### config.mk
export PLATFORM = sky130hd
export DESIGN_NAME = fpu_result_queue
export DESIGN_NICKNAME = d
export VERILOG_FILES = /design/src/rtl/fpu_result_queue.sv
export SDC_FILE = /design/constraint.sdc
export NUM_CORES = 1
export LEC_CHECK = 0
export ABC_AREA = 1
export ABC_CLOCK_PERIOD_IN_PS = 7300
export CORE_UTILIZATION = 45
export CTS_CLUSTER_DIAMETER = 60
export DETAILED_ROUTE_END_ITERATION = 10
export DONT_BUFFER_PORTS = 1
export PLACE_DENSITY = 0.72
export SYNTH_ARGS = -nofsm -noshare
export SYNTH_HDL_FRONTEND = slang
export SYNTH_SLANG_ARGS = --single-unit
### constraint.sdc
create_clock -name clk -period 7.3 [get_ports clk]
set_input_delay 0.73 -clock clk [delete_from_list [all_inputs] [get_ports clk]]
set_output_delay 0.73 -clock clk [all_outputs]
set_load 0.005 [all_outputs]
### src/rtl/fpu_result_queue.sv
// fpu_result_queue: DEPTH-entry FIFO carrying FPU product words plus their
// error/overflow flags, with sticky exception status and a saturating
// overflow-event counter.
module fpu_result_queue #(
  parameter int unsigned DEPTH = 4
) (
  input  logic                     clk,
  input  logic                     reset,
  input  logic                     in_valid,
  output logic                     in_ready,
  input  logic [31:0]              in_result,
  input  logic                     in_error,
  input  logic                     in_overflow,
  output logic                     out_valid,
  input  logic                     out_ready,
  output logic [31:0]              out_result,
  output logic                     out_error,
  output logic                     out_overflow,
  output logic [$clog2(DEPTH):0]   count,
  input  logic                     clear_sticky,
  output logic                     sticky_error,
  output logic                     sticky_overflow,
  output logic                     sticky_nan,
  output logic [7:0]               ovf_events
);

  localparam int unsigned AW = $clog2(DEPTH);

  localparam logic [AW:0]   CNT_ONE  = (AW+1)'(1);
  localparam logic [AW:0]   CNT_FULL = (AW+1)'(DEPTH);
  localparam logic [AW-1:0] PTR_ONE  = AW'(1);
  localparam logic [AW-1:0] PTR_LAST = AW'(DEPTH - 1);

  // Each entry is {result, error, overflow}, kept together so they stay aligned.
  logic [33:0]   mem [DEPTH];
  logic [AW-1:0] wr_ptr;
  logic [AW-1:0] rd_ptr;

  logic push;
  logic pop;
  logic push_en;
  logic in_is_nan;

  // Handshake status derived from the registered occupancy only.
  always_comb begin
    in_ready  = (count < CNT_FULL);
    out_valid = (count != '0);
  end

  // Transfer qualifiers; reset suppresses both so a reset cycle changes nothing but the clear.
  always_comb begin
    push      = in_valid && in_ready;
    pop       = out_valid && out_ready;
    push_en   = push && !reset;
    in_is_nan = (in_result[30:23] == 8'hFF) && (in_result[22:0] != '0);
  end

  // Head entry presented to the consumer, forced to zero while the queue is empty.
  always_comb begin
    out_result   = '0;
    out_error    = 1'b0;
    out_overflow = 1'b0;
    if (out_valid) begin
      {out_result, out_error, out_overflow} = mem[rd_ptr];
    end
  end

  // Entry storage; not reset since occupancy alone decides what is visible.
  always_ff @(posedge clk) begin
    if (push_en) begin
      mem[wr_ptr] <= {in_result, in_error, in_overflow};
    end
  end

  // Circular-buffer pointers and occupancy count.
  always_ff @(posedge clk) begin
    if (reset) begin
      wr_ptr <= '0;
      rd_ptr <= '0;
      count  <= '0;
    end else begin
      if (push) begin
        wr_ptr <= (wr_ptr == PTR_LAST) ? '0 : wr_ptr + PTR_ONE;
      end
      if (pop) begin
        rd_ptr <= (rd_ptr == PTR_LAST) ? '0 : rd_ptr + PTR_ONE;
      end
      case ({push, pop})
        2'b10:   count <= count + CNT_ONE;
        2'b01:   count <= count - CNT_ONE;
        default: count <= count;
      endcase
    end
  end

  // Sticky exception bits and saturating overflow counter; a push in the
  // clearing cycle is applied after the clear so its set survives.
  always_ff @(posedge clk) begin
    if (reset) begin
      sticky_error    <= 1'b0;
      sticky_overflow <= 1'b0;
      sticky_nan      <= 1'b0;
      ovf_events      <= '0;
    end else begin
      if (clear_sticky) begin
        sticky_error    <= 1'b0;
        sticky_overflow <= 1'b0;
        sticky_nan      <= 1'b0;
        ovf_events      <= '0;
      end
      if (push) begin
        if (in_error) begin
          sticky_error <= 1'b1;
        end
        if (in_overflow) begin
          sticky_overflow <= 1'b1;
        end
        if (in_is_nan) begin
          sticky_nan <= 1'b1;
        end
        if (in_overflow) begin
          if (clear_sticky) begin
            ovf_events <= 8'd1;
          end else if (ovf_events != 8'hFF) begin
            ovf_events <= ovf_events + 8'd1;
          end
        end
      end
    end
  end

endmodule

# Word level (Yosys, flattened, before mapping)
# Memories as Yosys holds them, arrays and structs flattened. A register that Yosys moved wholly into a read port is not among the register bits.
# Cells that the tools add are included.
# W data, S select, Z words.
# word_totals
reg_bits,18
mem_bits_rw,136
inputBits,39
output_inout_bits,50
wordCells,52
memories,1
# memory_table
memory,depth,width,read_ports,rd_ports_with_merged_regs,write_ports,line,source
mem,4,34,1,1,1,35,logic [33:0] mem [DEPTH];
# op_classes
addsub,5
order_cmp,1
eq_ne,6
muxes,24
reduce_logical,8
# op_table
cell,n
$mux W8,5
$mux W32,1
$reduce_bool A23 Y1,1
$mux W1,13
$add A8 B1 Y8 const B,1
$eq A8 B8 Y1 const B,1
$mux W2,4
$ne A8 B8 Y1 const B,1
$eq A2 B2 Y1 const B,3
$pmux W3 S2,1
$add A2 B1 Y2 const B,2
$logic_and A1 B1 Y1,4
$add A3 B1 Y3 const B,1
$lt A3 B3 Y1 const B,1
$reduce_bool A3 Y1,1
$sub A3 B1 Y3 const B,1
$eq A2 B1 Y1 const B,1
$reduce_bool A2 Y1,1
$logic_not A1 Y1,1

# Longest topological paths before layout
# Gate-level depths: netlist (run 1).
# depth
ltp_word,5
mapped_depth,11
mapped_depth_nobuf,11

# Least setup slack after synthesis (run 1)
# Ideal clock, no wire load.
# synth_timing
path_type,input-to-reg
start,input port reset
end,"memory mem[3][0], enable pin"
setup_time_ns,0.425
arrival_ns,2.406
slack_ns,4.469
stages,3
n_path_buf,0
cell_sequence,inv_1 > nand2_2 > nor2_1
# synth_via
elab_chain_len,4
# synth_rtl
item,line,source
start: declaration,8,"input logic reset,"
$logic_not A1 Y1,54,push_en = push && !reset;
$logic_and A1 B1 Y1,54,
$mux W1,70,if (push_en) begin
$mux W1 (not written as such),71,"mem[wr_ptr] <= {in_result, in_error, in_overflow};"
end: declaration,35,
# No other way between the ends.

==> impl_metrics.csv, run 1 <==
group,metric,value,unit
synthesis,synth_top_family_by_area,"simple AND/OR/NAND/NOR gates",
timing,hold_viol,0,
timing,fin_crit,3200,ps
power,leakagePower,0.00237,µW
synthesis,yosysSeqAreaShare,70.1,%
layout,diodes,0,
synthesis,synth_simple_gate_area_share,14.3,%
layout,drive_gt1_share,9.08,%
drt,firstDrtPassIters,5,
die,start_util,46.1,%
timing,setup_viol,0,
synthesis,synthCells,563,
cts,cts.path.max_buffers,2,
cts,cts_tree,"yes",
drt,route.detailed.drc,0,
die,coreArea,13900,µm²
synthesis,synth_seq_cells,156,
synthesis,synthMuxAreaShare,0,%
cts,cts_hold_buf,0,
grt,antenna_found_initial,0,
die,fp.dieW,121,µm
drt,vias_per_cell,5.26,
layout,area_growth_syn_to_layout,10.7,%
setup_path,cp_max_fo,69,
timing,finalSetupTns,0,ps
timing,worst_pin_slew,1140,ps
timing,finClkSkew,8.87,ps
drt,final_antenna_net_count,0,
timing,clock.fmax,312,MHz
drt,wl_per_cell,17.6,µm
setup_path,cp_slowest_cell,"inv_2",
timing,slew_headroom,23.8,%
cts,htree_num_levels,4,
setup_path,crit_chain,"buf_4 > inv_2 > o21ai_0 > a21oi_1",
synthesis,synth_fa_ha_area_share,1.68,%
synthesis,syn_avg_cell_area,11.4,µm²
power,power_density,352,nW/µm²
timing,rsz0062_at_grt,"no",
synthesis,synth_fp_nets,610,
run_status,status,"finished clean",
layout,fin_nets,607,
synthesis,synth_compound_area_share,9.75,%
grt,gr-total-overflow,0,
synthesis,synth_xor_area_share,0,%
power,ir_drop,0.184,mV
placed_design,postPlaceCellArea,6520,µm²
placed_design,port_buffers,0,
worst_hold_path,hold_class,"input port to register",
cts,cts_root_buf,"clkbuf_16",
drt,drt_iter0_markers,348,
die,die_area,14700,µm²
job,maxCapViolCount,0,
cts,clk_latency,430,ps
cts,cts_resized,0,
cts,cts_sinks,156,
synthesis,synth_area,6400,µm²
setup_path,start_kind,"register",
setup_path,worstSetupEndpointType,"primary output",
timing,drv_slew,0,
setup_path,cp_slowest_stage_delay,800,ps
placed_design,dpl.hpwl,7710,µm
cts,cts-buffers-inserted,17,
die,rows,43,
cts,clkTransAtPathRegs,60,ps
drt,vias,3964,
grt,grt_pass1_vias,3989,
drt,drt_wl_total,13300,µm
die,io_pins,89,
layout,stdcell_area,7080,µm²
synthesis,ys_types,27,
timing,fin_crit_sh,43.9,%
placed_design,gp_congestion,0.731,
die,fp.dieH,121,µm
setup_path,path_class,"register to primary output",
cts,cts_setup_buffers,0,
setup_path,crit_required,6570,ps
grt,grt_max_degree,70,
grt,gr-usage-all-layers,19.2,%
synthesis,yosysWarnings,0,
grt,grt_pass1_wl,20700,µm
setup_path,cp.arrival,2470,ps
registers in the layout, summed over array words and instances (netlist names), named ones only:
name / cells
ovf_events: 8
mem: 136
sticky_nan: 1
count: 3
sticky_overflow: 1
rd_ptr: 2
sticky_error: 1
wr_ptr: 2
synthesized netlist by cell type:
library cell | number | area share, %
nor2_1 | 170 | 10
edfxtp_1 | 136 | 64
o21ai_0 | 47 | 3.7
a21oi_1 | 43 | 3.4
o21ai_1 | 30 | 2.3
nand2_1 | 27 | 1.6
inv_1 | 24 | 1.4
dfxtp_1 | 20 | 6.3
buf_2 | 12 | 0.94
nand3_1 | 8 | 0.63
ha_1 | 7 | 1.4
inv_2 | 6 | 0.35
nand2_2 | 5 | 0.49
buf_4 | 4 | 0.47
buf_6 | 4 | 0.70
nand4_1 | 4 | 0.39
clkbuf_2 | 3 | 0.23
nor2_4 | 3 | 0.53
clkbuf_1 | 2 | 0.12
a211oi_1 | 1 | 0.12
a31oi_1 | 1 | 0.098
a32o_1 | 1 | 0.16
fa_1 | 1 | 0.31
nand3_4 | 1 | 0.27
nor3_1 | 1 | 0.078
nor3_4 | 1 | 0.25
or2_2 | 1 | 0.098
report_power, final:
part	switching, µW	internal [µW]	total (µW)
logic	431	157	588
clock network	343	499	842
registers	28.0	1040	1070
cell type report:
class | count | area (µm²)
multi-input cells | 352 | 1680
flip-flops and latches | 156 | 4490
clock inverters | 12 | 124
inverters | 30 | 113
well taps | 180 | 225
repair buffers | 3 | 22.5
fillers | 1220 | 6800
clock buffers | 20 | 437
metal layers:
layer | routed length [µm] | track usage (%) | up-vias
li1 | - | - | 1945
met1 | 5600 | 21.7 | 1902
met2 | 6570 | 32.4 | 103
met3 | 925 | 7.94 | 14
met4 | 186 | 7.48 | 0
met5 | 0 | 0 | -
critical path, delay by kind of cell, from the launching register on:
family | cells | cell delay [ps]
AO/OA/AOI/OAI | 2 | 540
flip-flops | 1 | 310
buffers and inverters | 2 | 1130
path summary, 6_finish.rpt:
path              start            end  slack (ps)  depth (start not counted)
max reg2reg    count[2]       count[2]        5020                         12
min reg2reg  sticky_nan     sticky_nan         480                          2
max            register  out_result[5]        4100                          4
min               reset      wr_ptr[0]         370                          1
cells by family (layout without fill, tap and decap cells):
group	Yosys count	after routing
compound gates	123	123
buf+inv	55	65
flops	156	156
simple gates	221	221
fa+ha+maj	8	8
placed cells by master, fill, tap and decap left out, types with 3 or more instances in the layout:
master	n
a21oi_1	43
buf_4	3
clkbuf_1	3
clkbuf_16	17
clkinvlp_4	5
dfxtp_1	19
edfxtp_1	136
ha_1	7
inv_1	24
inv_2	6
nand2_1	27
nand2_2	5
nand3_1	8
nand4_1	4
nor2_1	166
nor2_4	7
o21ai_0	47
o21ai_1	30
stage by stage:
step	cells	utilization [%]	hold slack, ps	setup slack (ps)	total power [µW]
floorplan	563	-	448	4470	1550
global placement	721	47.0	476	4610	1650
detailed placement	721	47.0	475	4520	1680
CTS	753	51.0	355	4020	2520
global route	753	51.0	356	3820	2630
finish	753	51.0	371	4100	2500
(Power assumes the default switching activity.)
==> inputs of run 2 (changes only) <==
--- a/config.mk
+++ b/config.mk
@@ -6,12 +6,12 @@
 export NUM_CORES = 1
 export LEC_CHECK = 0
 export ABC_AREA = 1
-export ABC_CLOCK_PERIOD_IN_PS = 7300
+export ABC_CLOCK_PERIOD_IN_PS = 2700
 export CORE_UTILIZATION = 45
 export CTS_CLUSTER_DIAMETER = 60
 export DETAILED_ROUTE_END_ITERATION = 10
 export DONT_BUFFER_PORTS = 1
-export PLACE_DENSITY = 0.72
+export PLACE_DENSITY = 0.74
 export SYNTH_ARGS = -nofsm -noshare
 export SYNTH_HDL_FRONTEND = slang
 export SYNTH_SLANG_ARGS = --single-unit
==> constraint.sdc (replaced) <==
create_clock -name clk -period 2.7 [get_ports clk]
set_input_delay 0.27 -clock clk [delete_from_list [all_inputs] [get_ports clk]]
set_output_delay 0.27 -clock clk [all_outputs]
set_load 0.005 [all_outputs]
==> impl_metrics.csv, run 2 (synthesis results as in run 1) <==
group,metric,value,unit
die,coreArea,13900,µm²
cts,cts_resized,0,
timing,timing.hold.ws,14.0,ps
timing,clock.fmax,428,MHz
worst_hold_path,min_to,"sticky_error",
setup_path,worst-path-buf-inv,2,
setup_path,reg2reg_depth,6,
grt,gr-total-overflow,0,
drt,firstDrtPassIters,5,
die,rows,43,
drt,route.detailed.drc,0,
layout,diodes,0,
die,io_pins,89,
layout,final_core_utilization,54.1,%
timing,fin_crit,2340,ps
grt,antenna_found_initial,0,
die,start_util,46.1,%
drt,drt_wl_total,13600,µm
layout,drive_gt1_share,9.27,%
placed_design,gp_congestion,0.774,
cts,clk_latency,420,ps
setup_path,worstSetupEndpointType,"primary output",
die,fp.dieH,121,µm
timing,hold_viol,0,
setup_path,r2r_end,"mem[3][12]",
power,ir_drop,0.517,mV
worst_hold_path,min_delay_path_depth,1,
drt,final_antenna_net_count,0,
placed_design,dpl.hpwl,8380,µm
setup_path,cp.arrival,2070,ps
layout,area_growth_syn_to_layout,17.4,%
timing,finClkSkew,12.1,ps
layout,top_regs,"mem (136), ovf_events (8), count (3)",
setup_path,crit_chain,"buf_4 > inv_2 > nor2_1 > o21ai_1 > a21oi_1",
setup_path,r2r_start,"count[2]",
setup_path,cp_max_fo,35,
layout,most-common-layout-cells,"166 x nor2_1, 136 x edfxtp_1, 47 x o21ai_0",
setup_path,cp_top_family,"buffers and inverters",
worst_hold_path,worstHoldStart,"in_error",
drt,vias,4150,
drt,drt_iter0_markers,377,
layout,largest_register,"mem",
cts,cts_sinks,156,
setup_path,path_class,"register to primary output",
timing,fin_crit_sh,86.5,%
die,die_area,14700,µm²
drt,wl_per_cell,17.1,µm
cts,htree_num_levels,4,
power,leakagePower,0.00258,µW
drt,vias_per_cell,5.22,
cts,cts_hold_buf,35,
job,maxCapViolCount,0,
placed_design,port_buffers,0,
power,power.total,6880,µW
cts,clkTransAtPathRegs,60,ps
run_status,status,"finished clean",
power,power_density,915,nW/µm²
setup_path,cp_slowest_cell,"inv_2",
layout,largest_reg_flops,136,
die,fp.dieW,121,µm
setup_path,regToRegSetupSlack,680,ps
setup_path,crit_required,2430,ps
timing,slew_headroom,53.8,%
setup_path,cp_slowest_stage_delay,380,ps
layout,fin_nets,651,
cts,cts_root_buf,"clkbuf_16",
timing,drv_slew,0,
grt,gr-usage-all-layers,19.9,%
timing,finalSetupTns,0,ps
cts,cts_tree,"yes",
cts,cts-buffers-inserted,17,
grt,grt_pass1_vias,4146,
grt,grt_max_degree,47,
grt,grt_pass1_wl,21700,µm
layout,final_common_cell,"nor2_1",
timing,rsz0062_at_grt,"no",
timing,worst_pin_slew,691,ps
cts,cts_setup_buffers,0,
timing,setup_viol,0,
setup_path,start_kind,"register",
worst_hold_path,hold_class,"input port to register",
cts,cts.path.max_buffers,2,
-- run 2: layout make-up --
class                   count  area (µm²)
well taps                 180         225
repair buffers             47         453
inverters                  30         113
clock inverters            10         125
flip-flops and latches    156        4490
multi-input cells         352        1680
clock buffers              20         437
fillers                  1147        6370
-- run 2: report_power, final --
part	leakage [µW]	internal (µW)	total (µW)	switching, µW
Combinational	0.000914	496	1710	1210
Clock	0.000266	1430	2290	863
Sequential	0.00140	2800	2880	77.0
-- run 2: worst reg2reg max path, cell delays in order, from the launching register on --
cell     delay [ps]
dfxtp_1         360
inv_2           140
nand2_2         110
inv_2            80
nand2_2         140
nor2_4          580
buf_4           310
-- run 2: worst max path at each step --
stage,from,to,slack [ps],cells past startpoint
after CTS,register,out_result[31],350,5
after detailed placement,count[2],mem[3][6],640,6
after floorplan,count[2],mem[3][0],140,5
after global placement,count[2],count[2],750,11
after global routing,register,out_result[31],150,5
final,register,out_result[21],360,5
-- run 2: metal layers --
layer  share of wire, %  vias up  track usage [%]
met3                7.6       14             6.53
li1                   -     2026                -
met5                  0        -                0
met4                1.3        0             7.79
met2                 48      128             32.0
met1                 43     1982             24.9
-- run 2: metrics by stage --
| stage | setup WS [ps] | instances | instance area (µm²) |
|---|---|---|---|
| final | 364 | 795 | 7510 |
| after global routing | 153 | 795 | 7510 |
| after CTS | 347 | 795 | 7510 |
| after detailed placement | 644 | 730 | 6600 |
| after global placement | 745 | 730 | 6600 |
| after floorplan | 136 | 563 | 6400 |
==> inputs of run 3 (changes only) <==
--- a/config.mk
+++ b/config.mk
@@ -7,6 +7,7 @@
 export LEC_CHECK = 0
 export ABC_AREA = 1
 export ABC_CLOCK_PERIOD_IN_PS = 2700
+export CORE_MARGIN = 3
 export CORE_UTILIZATION = 45
 export CTS_CLUSTER_DIAMETER = 60
 export DETAILED_ROUTE_END_ITERATION = 10
==> impl_metrics.csv, run 3 (synthesis results as in run 1) <==
group,metric,value,unit
run_status,status,"finished clean",
setup_path,crit_required,2430,ps
timing,drv_slew,0,
power,p_sw,2200,µW
timing,fin_crit_sh,82.8,%
timing,setup_viol,0,
worst_hold_path,hold_class,"input port to register",
timing,slew_headroom,53.6,%
power,seq_power_share,41.5,%
cts,cts_sinks,156,
placed_design,dpl.hpwl,8350,µm
layout,diodes,0,
layout,largest_reg_flops,136,
drt,drt_iter0_markers,380,
grt,gr-total-overflow,0,
die,start_util,47.2,%
drt,final_antenna_net_count,0,
layout,stdcell_area,7520,µm²
drt,route.detailed.drc,0,
grt,grt_pass1_wl,22300,µm
cts,clkTransAtPathRegs,60,ps
drt,vias_per_cell,5.42,
drt,firstDrtPassIters,5,
layout,top_regs,"mem (136), ovf_events (8), count (3)",
placed_design,postPlaceCellArea,6590,µm²
power,internal_power,4740,µW
die,die_area,15700,µm²
power,ir_drop,0.595,mV
drt,wl_per_cell,17.7,µm
layout,drive_gt1_share,9.45,%
power,switching_share,31.8,%
setup_path,cp.arrival,1970,ps
setup_path,start_kind,"register",
power,combPwrFrac,24.6,%
cts,htree_num_levels,4,
die,io_pins,89,
layout,instances_no_fill,790,
timing,finalSetupTns,0,ps
layout,largest_register,"mem",
die,coreArea,13600,µm²
timing,rsz0062_at_grt,"no",
cts,cts_resized,0,
cts,cts_tree,"yes",
grt,antenna_found_initial,0,
grt,grt_max_degree,69,
placed_design,dpl.cell_count,723,
timing,worst_slack,464,ps
placed_design,pre_cts_ws,704,ps
power,clockPowerShare,33.9,%
grt,gr-usage-all-layers,18.1,%
cts,clk_latency,410,ps
setup_path,path_class,"register to primary output",
layout,fin_nets,648,
drt,drt_wl_total,14000,µm
layout,area_growth_syn_to_layout,17.5,%
drt,vias,4280,
setup_path,regToRegSetupSlack,710,ps
cts,cts-buffers-inserted,17,
die,fp.dieH,125,µm
timing,fin_crit,2240,ps
placed_design,port_buffers,0,
timing,hold_viol,0,
die,fp.dieW,125,µm
placed_design,gp_congestion,0.762,
grt,grt_pass1_vias,4262,
die,rows,42,
timing,finClkSkew,6.47,ps
power,leakagePower,0.00257,µW
setup_path,worstSetupEndpointType,"primary output",
setup_path,cp_max_fo,68,
cts,cts.path.max_buffers,2,
cts,cts_root_buf,"clkbuf_16",
layout,final_common_cell,"nor2_1",
timing,clock.fmax,447,MHz
layout,most-common-layout-cells,"166 x nor2_1, 136 x edfxtp_1, 47 x o21ai_0",
power,power_density,922,nW/µm²
layout,nFillCells,1110,
job,maxCapViolCount,0,
timing,worst_pin_slew,695,ps
[run 3: cell types whose count changed in the layout (fill, tap and decap cells not counted), sizes merged]
cell and delta:
buf -3, clkinv +1, clkinvlp +1
[run 3: what timing repair did]
action | 4_1_cts | 5_1_grt
hold endpoints to repair | 139 | 0
endpoints found under the setup margin | 0 | 0
hold buffers | 35 | 0
setup buffers | 0 | 0
[run 3: final timing paths]
check / cells after the start / end / start
worst max register to register: 11 / count[2] / count[2]
worst max-delay path: 5 / out_result[20] / register
worst min-delay path: 1 / sticky_error / in_error
worst min register to register: 2 / sticky_nan / sticky_nan
[run 3: metrics by stage]
step | power [µW] | hold slack (ps) | util [%]
floorplan | 4200 | 342 | -
global placement | 4540 | 345 | 48.6
detailed placement | 4590 | 346 | 48.6
CTS | 7010 | 14.9 | 55.5
global route | 7300 | 13.9 | 55.5
finish | 6940 | 31.7 | 55.5
[run 3: critical path: stages (launching register included)]
cell and delay (ps):
dfxtp_2 330, buf_4 560, nor2_1 110, nor2_1 100, o21ai_0 80, a21oi_1 350
[run 3: power by group through the flow]
stage	registers, µW	logic (µW)	clock network, µW
global placement	2920	1620	0
global route	2900	1920	2490
detailed placement	2930	1660	0
CTS	2880	1740	2390
finish	2880	1710	2350
floorplan	2910	1280	0
[run 3: per-layer routing]
metal / track usage [%] / wire (µm) / up-vias
li1: - / - / 2028
met1: 22.7 / 5890 / 2086
met2: 29.2 / 6830 / 150
met3: 6.99 / 1090 / 16
met4: 5.80 / 192 / 0
met5: 0 / 0 / -
[run 3: area by class of cell]
class,count,area (µm²),share of cell area (%)
Multi-Input combinational cell,352,1680,22.3
Inverter,30,113,1.50
Sequential cell,156,4490,59.6
Clock inverter,12,148,1.96
Tap cell,176,220,2.93
Timing Repair Buffer,44,443,5.89
Clock buffer,20,437,5.81
